==> src/rtl/spi_pkg.sv <==
// Shared SPI definitions: target FSM state type and link-wide constants
// (CPOL=1, CPHA=0, 8-bit frames) used by both ends of the SPI link.
package spi_pkg;

    typedef enum logic [2:0] {
        IDLE     = 3'd0,
        LOAD     = 3'd1,
        SHIFT    = 3'd2,
        DONE     = 3'd3,
        WAIT_END = 3'd4
    } spi_tgt_state_e;

    localparam int SPI_CPOL = 1;
    localparam int SPI_CPHA = 0;
    localparam int SPI_BITS = 8;

endpackage

==> src/rtl/spi_sync_edge.sv <==
// N-stage synchroniser plus edge detector for one asynchronous SPI pin.
// Ports: clk, rst_n, din (async pin) -> dout (synced), rise, fall (1-clk pulses).
module spi_sync_edge #(
    parameter int   N       = 2,
    parameter logic RST_VAL = 1'b0
) (
    input  logic clk,
    input  logic rst_n,
    input  logic din,
    output logic dout,
    output logic rise,
    output logic fall
);

    logic [N-1:0] sync_q;
    logic         prev_q;

    always_ff @(posedge clk or negedge rst_n) begin
        if (!rst_n) begin
            sync_q <= {N{RST_VAL}};
            prev_q <= RST_VAL;
        end else begin
            sync_q <= {sync_q[N-2:0], din};
            prev_q <= sync_q[N-1];
        end
    end

    assign dout = sync_q[N-1];
    assign rise = ~prev_q & dout;
    assign fall = prev_q & ~dout;

endmodule

==> src/rtl/spi_target.sv <==
// SPI target (CPOL=1, CPHA=0, MSB first), fully oversampled in the clk domain.
// Ports: SPI_CLK/SPI_EN/SPI_MOSI in, SPI_MISO out; tx_data/tx_valid/tx_ready
// one-entry holding buffer; rx_data/rx_valid per-frame strobe; busy.
// Optional macro SPI_TARGET_ERR_EN adds err_underrun and err_abort pulses.
module spi_target
    import spi_pkg::*;
#(
    parameter int              BITS        = SPI_BITS,
    parameter int              SYNC_STAGES = 2,
    parameter logic [BITS-1:0] IDLE_TX     = {BITS{1'b1}}
) (
    input  logic            clk,
    input  logic            rst_n,
    input  logic            SPI_CLK,
    input  logic            SPI_EN,
    input  logic            SPI_MOSI,
    output logic            SPI_MISO,
    input  logic [BITS-1:0] tx_data,
    input  logic            tx_valid,
    output logic            tx_ready,
    output logic [BITS-1:0] rx_data,
    output logic            rx_valid,
    output logic            busy
`ifdef SPI_TARGET_ERR_EN
    ,
    output logic            err_underrun,
    output logic            err_abort
`endif
);

    localparam int CW = $clog2(BITS + 1);
    localparam logic [CW-1:0] LAST_BIT = CW'(BITS - 1);
    localparam logic [CW-1:0] ALL_BITS = CW'(BITS);

    spi_tgt_state_e  state;
    logic [BITS-1:0] buf_q;
    logic            buf_full;
    logic [BITS-1:0] shift_tx;
    logic [BITS-1:0] shift_rx;
    logic [CW-1:0]   bit_cnt;

    logic sclk_q, sclk_rise, sclk_fall;
    logic en_q, en_rise, en_fall;
    logic mosi_q, mosi_rise, mosi_fall;
    logic clk_rise, clk_fall, abort, accept;
    logic unused_sync;

    // Idle-high pins reset high so reset release creates no false edges.
    spi_sync_edge #(.N(SYNC_STAGES), .RST_VAL(1'b1)) u_sync_clk (
        .clk(clk), .rst_n(rst_n), .din(SPI_CLK),
        .dout(sclk_q), .rise(sclk_rise), .fall(sclk_fall)
    );

    spi_sync_edge #(.N(SYNC_STAGES), .RST_VAL(1'b1)) u_sync_en (
        .clk(clk), .rst_n(rst_n), .din(SPI_EN),
        .dout(en_q), .rise(en_rise), .fall(en_fall)
    );

    spi_sync_edge #(.N(SYNC_STAGES), .RST_VAL(1'b0)) u_sync_mosi (
        .clk(clk), .rst_n(rst_n), .din(SPI_MOSI),
        .dout(mosi_q), .rise(mosi_rise), .fall(mosi_fall)
    );

    assign unused_sync = ^{sclk_q, mosi_rise, mosi_fall};

    // Clock edges only count while the frame select is low.
    assign clk_rise = sclk_rise & ~en_q;
    assign clk_fall = sclk_fall & ~en_q;
    assign abort    = en_rise & ((state == LOAD) | (state == SHIFT));

    // LOAD drains the buffer this cycle, so a new byte may land alongside it.
    assign tx_ready = ~buf_full | (state == LOAD);
    assign accept   = tx_valid & tx_ready;

    always_ff @(posedge clk or negedge rst_n) begin
        if (!rst_n) begin
            state    <= IDLE;
            buf_q    <= '0;
            buf_full <= 1'b0;
            shift_tx <= '0;
            shift_rx <= '0;
            bit_cnt  <= '0;
            rx_data  <= '0;
            rx_valid <= 1'b0;
        end else begin
            rx_valid <= 1'b0;
            if (accept) begin
                buf_q    <= tx_data;
                buf_full <= 1'b1;
            end else if (state == LOAD) begin
                buf_full <= 1'b0;
            end
            unique case (state)
                IDLE: begin
                    if (en_fall) state <= LOAD;
                end
                LOAD: begin
                    shift_tx <= buf_full ? buf_q : IDLE_TX;
                    shift_rx <= '0;
                    bit_cnt  <= '0;
                    state    <= en_rise ? IDLE : SHIFT;
                end
                SHIFT: begin
                    if (en_rise) begin
                        state <= IDLE;
                    end else if (clk_fall) begin
                        shift_rx <= {shift_rx[BITS-2:0], mosi_q};
                        bit_cnt  <= bit_cnt + CW'(1);
                        if (bit_cnt == LAST_BIT) state <= DONE;
                    end else if (clk_rise && bit_cnt != ALL_BITS) begin
                        shift_tx <= shift_tx << 1;
                    end
                end
                DONE: begin
                    rx_data  <= shift_rx;
                    rx_valid <= 1'b1;
                    state    <= en_rise ? IDLE : WAIT_END;
                end
                WAIT_END: begin
                    if (en_rise) state <= IDLE;
                end
                default: state <= IDLE;
            endcase
        end
    end

    // MISO is driven from the shifter once loaded and held until deselect.
    assign SPI_MISO = ((state == SHIFT) | (state == DONE) | (state == WAIT_END))
                      ? shift_tx[BITS-1] : 1'b0;
    assign busy     = (state != IDLE);

`ifdef SPI_TARGET_ERR_EN
    assign err_underrun = (state == LOAD) & ~buf_full;
    assign err_abort    = abort;
`else
    logic unused_abort;
    assign unused_abort = abort;
`endif

endmodule

==> config.mk <==
export PLATFORM = sky130hd
export DESIGN_NAME = spi_target
export DESIGN_NICKNAME = d
export VERILOG_FILES = /design/src/rtl/spi_pkg.sv /design/src/rtl/spi_sync_edge.sv /design/src/rtl/spi_target.sv
export SDC_FILE = /design/constraint.sdc
export NUM_CORES = 1
export LEC_CHECK = 0
export CAP_MARGIN = 25
export CORE_MARGIN = 2
export CORE_UTILIZATION = 54
export DETAILED_ROUTE_END_ITERATION = 6
export PLACE_DENSITY = 0.85
export SLEW_MARGIN = 20
export SYNTH_ARGS = -nofsm -noshare
export SYNTH_HDL_FRONTEND = slang
export SYNTH_HIERARCHICAL = 1
export SYNTH_SLANG_ARGS = --single-unit
==> constraint.sdc <==
create_clock -name clk -period 2.1 [get_ports clk]
set_clock_uncertainty 0.15 [all_clocks]
set_input_delay 0.315 -clock clk [delete_from_list [all_inputs] [get_ports clk]]
set_output_delay 0.315 -clock clk [all_outputs]
set_load 0.03 [all_outputs]
Yosys cells after proc, flatten, opt, wreduce, memory -nomap -nowiden
Index checks and enable logic that the tools add are counted.
W data, S select, Z words.
- bits in registers: 49
- output and inout bits: 12
- muxes and demuxes: 23
- reduce and logical (&&, ||, !) cells: 8
- add/sub/neg operators: 1
- bitwise operators: 15
- equality and inequality tests: 14
- operators with widths (kind ; number):
    $mux W8 ; 6
    $pmux W8 S2 ; 2
    $mux W3 ; 6
    $pmux W3 S5 ; 1
    $ne A2 B2 Y1 const B ; 6
    $mux W4 ; 2
    $pmux W4 S2 ; 1
    $reduce_and A4 Y1 ; 2
    $and A1 B1 Y1 ; 7
    $eq A3 B2 Y1 const B ; 2
    $ne A3 B3 Y1 const B ; 2
    $not A1 Y1 ; 5
    $add A4 B1 Y4 const B ; 1
    $eq A4 B3 Y1 const B ; 1
    $mux W1 ; 4
    $ne A4 B4 Y1 const B ; 1
    $reduce_bool A2 Y1 ; 2
    $eq A3 B1 Y1 const B ; 1
    $eq A3 B3 Y1 const B ; 1
    $logic_not A3 Y1 ; 1
    $or A1 B1 Y1 ; 3
    $reduce_and A3 Y1 ; 1
    $reduce_bool A3 Y1 ; 1
    $mux W2 ; 1
    $logic_and A1 B1 Y1 ; 1

Logic depth before layout (Yosys ltp)
- word-level depth: 8
- depth in mapped cells: 7

Hierarchy
The synthesis kept the hierarchy.
- modules (own cells, without submodules) (module ; seq. area each (um^2) ; instances ; cells an instance ; area each (um^2)):
    spi_target ; 1026.0 ; 1 ; 164 ; 1873.0
    spi_sync_edge at u_sync_clk ... ; 78.8 ; 2 ; 5 ; 93.8
    spi_sync_edge at u_sync_mosi ; 75.1 ; 1 ; 5 ; 90.1

Worst setup path before layout
OpenSTA, ideal clock, no wires.
- path kind: register -> register
- start point: reg u_sync_clk.sync_q[1]
- end point: reg shift_tx[3]
- arrival time: 1.638 ns
- setup time: 0.095 ns
- buffers on the path: 1
- stages on the path, launching flop included: 6
- required time: 1.855 ns
- slack: 0.216 ns
- cells stage by stage: dfstp_2 and2b_2 nor4b_1 a31oi_1 buf_2 o31ai_1
- cells in the longest elaborated chain, start to end: 5
- elaborated cells between the ends (all ways): 9
- classes of those cells: 2 x eq/ne; 5 x bitwise; 2 x reduce/logical
- RTL lines (item ; RTL line ; text):
    from (decl) ; spi_sync_edge.sv:15 ; logic [N-1:0] sync_q;
    from (signal assigned) ; spi_sync_edge.sv:20 ; sync_q <= {N{RST_VAL}};
    from (signal assigned) ; spi_sync_edge.sv:23 ; sync_q <= {sync_q[N-2:0], din};
    $not A1 Y1 ; spi_sync_edge.sv:30 ; assign fall = prev_q & ~dout;
    $and A1 B1 Y1 ; spi_sync_edge.sv:30 ;
    named net sclk_fall ; spi_target.sv:42 ; logic sclk_q, sclk_rise, sclk_fall;
    $and A1 B1 Y1 ; spi_target.sv:68 ; assign clk_fall = sclk_fall & ~en_q;
    $ne A2 B2 Y1 (no source line) ; n/a ;
    $reduce_and A4 Y1 (no source line) ; n/a ;
    to (signal assigned) ; spi_target.sv:98 ; shift_tx <= buf_full ? buf_q : IDLE_TX;
    to (signal assigned) ; spi_target.sv:111 ; shift_tx <= shift_tx << 1;
    to (decl) ; spi_target.sv:38 ; logic [BITS-1:0] shift_tx;
The timed path passes the listed nets, and every way through them passes these cells.
A chain may end at the register's enable or synchronous reset.

Worst setup path in the final report
- start point: reg state[1]
- end point: out tx_ready
- cells in the longest elaborated chain, start to end: 2
- RTL lines (item ; RTL line ; text):
    from (decl) ; spi_target.sv:35 ; spi_tgt_state_e state;
    from (signal assigned) ; spi_target.sv:101 ; state <= en_rise ? IDLE : SHIFT;
    from (signal assigned) ; spi_target.sv:117 ; state <= en_rise ? IDLE : WAIT_END;
    $eq A3 B1 Y1 ; spi_target.sv:72 ; assign tx_ready = ~buf_full | (state == LOAD);
    $or A1 B1 Y1 ; spi_target.sv:72 ;
    to (decl) ; spi_target.sv:20 ; output logic tx_ready,
No other way between the ends.

==> flow_summary.toml <==
[run_status]
outcome = "finished clean"

[cells_and_area]
fillers = 261
final_nets = 226
area_growth_pct = 22.6
final_cell_area_mm2 = 0.00259
drive_above_1_share_pct = 24.2
n_antenna_cell = 0

[critical_path]
cp_max_fo = 6
cp_num_buf_inv = 2
cp.arrival_ns = 1.57
critPathTopFamily = "simple AND/OR/NAND/NOR gates"
crit_type = "reg -> out"
timing.rr.end = "buf_q[3]$_DFFE_PN0P_"
critPathCaptureType = "output pin"
crit_path_cell_trace = "buf_4 > or3b_4 > nand2_8 > buf_6"
critical_path_s_largest_stage_delay_ns = 0.46
critPathRequiredTime_ns = 1.63
ff2ff_setup_slack_ns = 0.15
worstReg2RegStart = "state[1]$_DFFE_PN0P_"
crit_slowest_cell = "or3b_4"
timing.critical_path.from_type = "register"
r2r.worst_path.cells = 6

[route]
detail_route.wirelength.met1_mm = 1.71
detail_route.drc_violations = 0
finalWirelength_mm = 4.05
dr.max_layer_used = "met4"
ant_nets = 0
vias = 1422
avgRoutedWirePerCell_um = 15.6
drt_pass1_iterations = 4
via_per_inst = 5.49
wl_met3_um = 206
detail_route.iter0.violations = 79
detailroute.wirelength.met2_mm = 2.05

[floorplan]
std_cell_rows = 22
chipWidth_um = 66.5
y_dimension_of_the_die_um = 66.5
die-area_mm2 = 0.00442
ioPinCount = 26
core_mm2 = 0.00372
initial_utilization_pct = 56.8

[synth]
synth_area_per_cell_um2 = 12.0
synthesis.nets = 192
synth_warnings = 6
mappedNetlistArea_mm2 = 0.00211
post_synth_inst_count = 176

[sta]
timing_hold_violations_final = 0
setup_total_negative_slack_ns = 0
drv_slew = 0
fin_crit_ns = 2.03
rsz0062_at_grt = "false"
timing_worst_slew_pin_value_ns = 0.543
maxClockFrequency_mhz = 492
setup_viol = 0
fin_crit_sh_pct = 96.9
slew_headroom_pct = 63.8

[flow_run]
max_cap_viol_count = 0

[global_route]
pin_count_of_the_biggest_net_entering_global_routing = 28
remaining_global_route_overflow = 0
grt_antenna_before_repair = 0
first_global_vias = 1473
grt_pass1_wl_mm = 7.06
grt_usage_pct = 21.6

[clock_network]
cts-root-buf = "clkbuf_8"
clk_transition_reported_paths_ns = 0.09
ctsLongestPathBuffers = 2
cts-buffers-inserted = 5
clock_tree.htree_level_count = 2
tritoncts = "yes"
cts_sinks = 49
insertion_delay_ns = 0.30

[placed_design]
place.detailed.hpwl_mm = 2.92
portBuffers = 25
placed_cell_area_mm2 = 0.00244
gp_routability_congestion = 0.762

[power_and_ir_drop]
worst_ir_drop_vdd_mv = 0.594
total_leakage_power_nw = 1.18
power_density_mw_per_mm2 = 1150

[worst_hold_path]
hold-path-endpoint = "u_sync_clk/sync_q[1]$_DFF_PN1_"
hold_depth = 0
hold_path.startpoint = "u_sync_clk/sync_q[0]$_DFF_PN1_"
hold_class = "reg -> reg"
layout by cell type, fill, tap and decap left out, types with 2 or more instances in the layout:
cell,n
mux2_4,8
inv_1,4
nor2b_1,2
buf_4,9
ha_1,2
dfrtp_1,43
o21ai_0,9
dfstp_2,6
nor2_1,10
nor3_1,2
nand2_8,2
nand3_1,5
nor3b_1,10
nand2b_1,2
and2b_2,2
clkdlybuf4s50_1,21
nand2_1,27
o31ai_1,9
a21oi_1,2
clkbuf_8,6
mux2_2,9
registers in the layout, indices dropped and copies added (netlist names), 2 cells and up:
name,cells
u_sync_en/sync_q,2
rx_data,8
shift_rx,8
buf_q,8
shift_tx,8
bit_cnt,4
u_sync_mosi/sync_q,2
u_sync_clk/sync_q,2
state,3
power breakdown:
group / total (mW) / switching (mW) / internal (mW)
Clock: 0.691 / 0.304 / 0.387
Combinational: 0.964 / 0.490 / 0.474
Sequential: 1.32 / 0.155 / 1.16
worst max-delay path by stage:
stage	from	to	slack, ns	cells past startpoint
after floorplan	u_sync_clk/sync_q[1]$_DFF_PN1_	shift_tx[3]$_DFFE_PN0P_	0.22	5
after global placement	u_sync_clk/sync_q[1]$_DFF_PN1_	shift_tx[2]$_DFFE_PN0P_	0.19	5
after detailed placement	u_sync_clk/sync_q[1]$_DFF_PN1_	shift_tx[7]$_DFFE_PN0P_	0.12	5
after CTS	state[2]$_DFFE_PN0P_	tx_ready	0.006	4
after global routing	state[1]$_DFFE_PN0P_	tx_ready	0.01	4
final	state[1]$_DFFE_PN0P_	tx_ready	0.07	4
per-layer routing:
layer	up-vias	global-route usage, %
li1	668	-
met1	694	28.7
met2	47	34.6
met3	13	5.57
met4	0	6.89
met5	-	0
final cells by class:
type | instances | area, um^2 | share of cell area, %
sequential | 49 | 1230 | 47.7
multi-input combinational | 114 | 817 | 31.6
timing repair buffer | 36 | 343 | 13.2
clock buffer | 6 | 82.6 | 3.19
tap | 48 | 60.1 | 2.32
clock inverter | 2 | 37.5 | 1.45
inverter | 4 | 15.0 | 0.580
worst reg2reg max path: stages (launching register included):
cell,delay [ns]
dfrtp_1,0.41
buf_4,0.17
or3b_4,0.46
nand2_8,0.09
buf_4,0.14
nand2_8,0.09
mux2_4,0.32
repair_timing:
action	CTS	global route
buffers inserted	0	1
pin swaps	0	2
setup endpoints to repair	3	9
hold buffers	1	0
resized for setup	3	4
endpoints found under the hold margin	22	0
stage by stage:
stage	hold WS, ns	setup WS [ns]	std cells	util [%]	power (mW)
after floorplan	-0.131	0.216	176	-	1.97
after global placement	0.164	0.185	249	65.6	2.20
after global routing	0.207	0.0140	259	69.7	3.16
after detailed placement	0.187	0.121	249	65.6	2.28
after CTS	0.208	0.00556	258	69.1	2.97
final	0.206	0.0656	259	69.7	2.97
No activity file was read; power rests on OpenSTA's default activity.
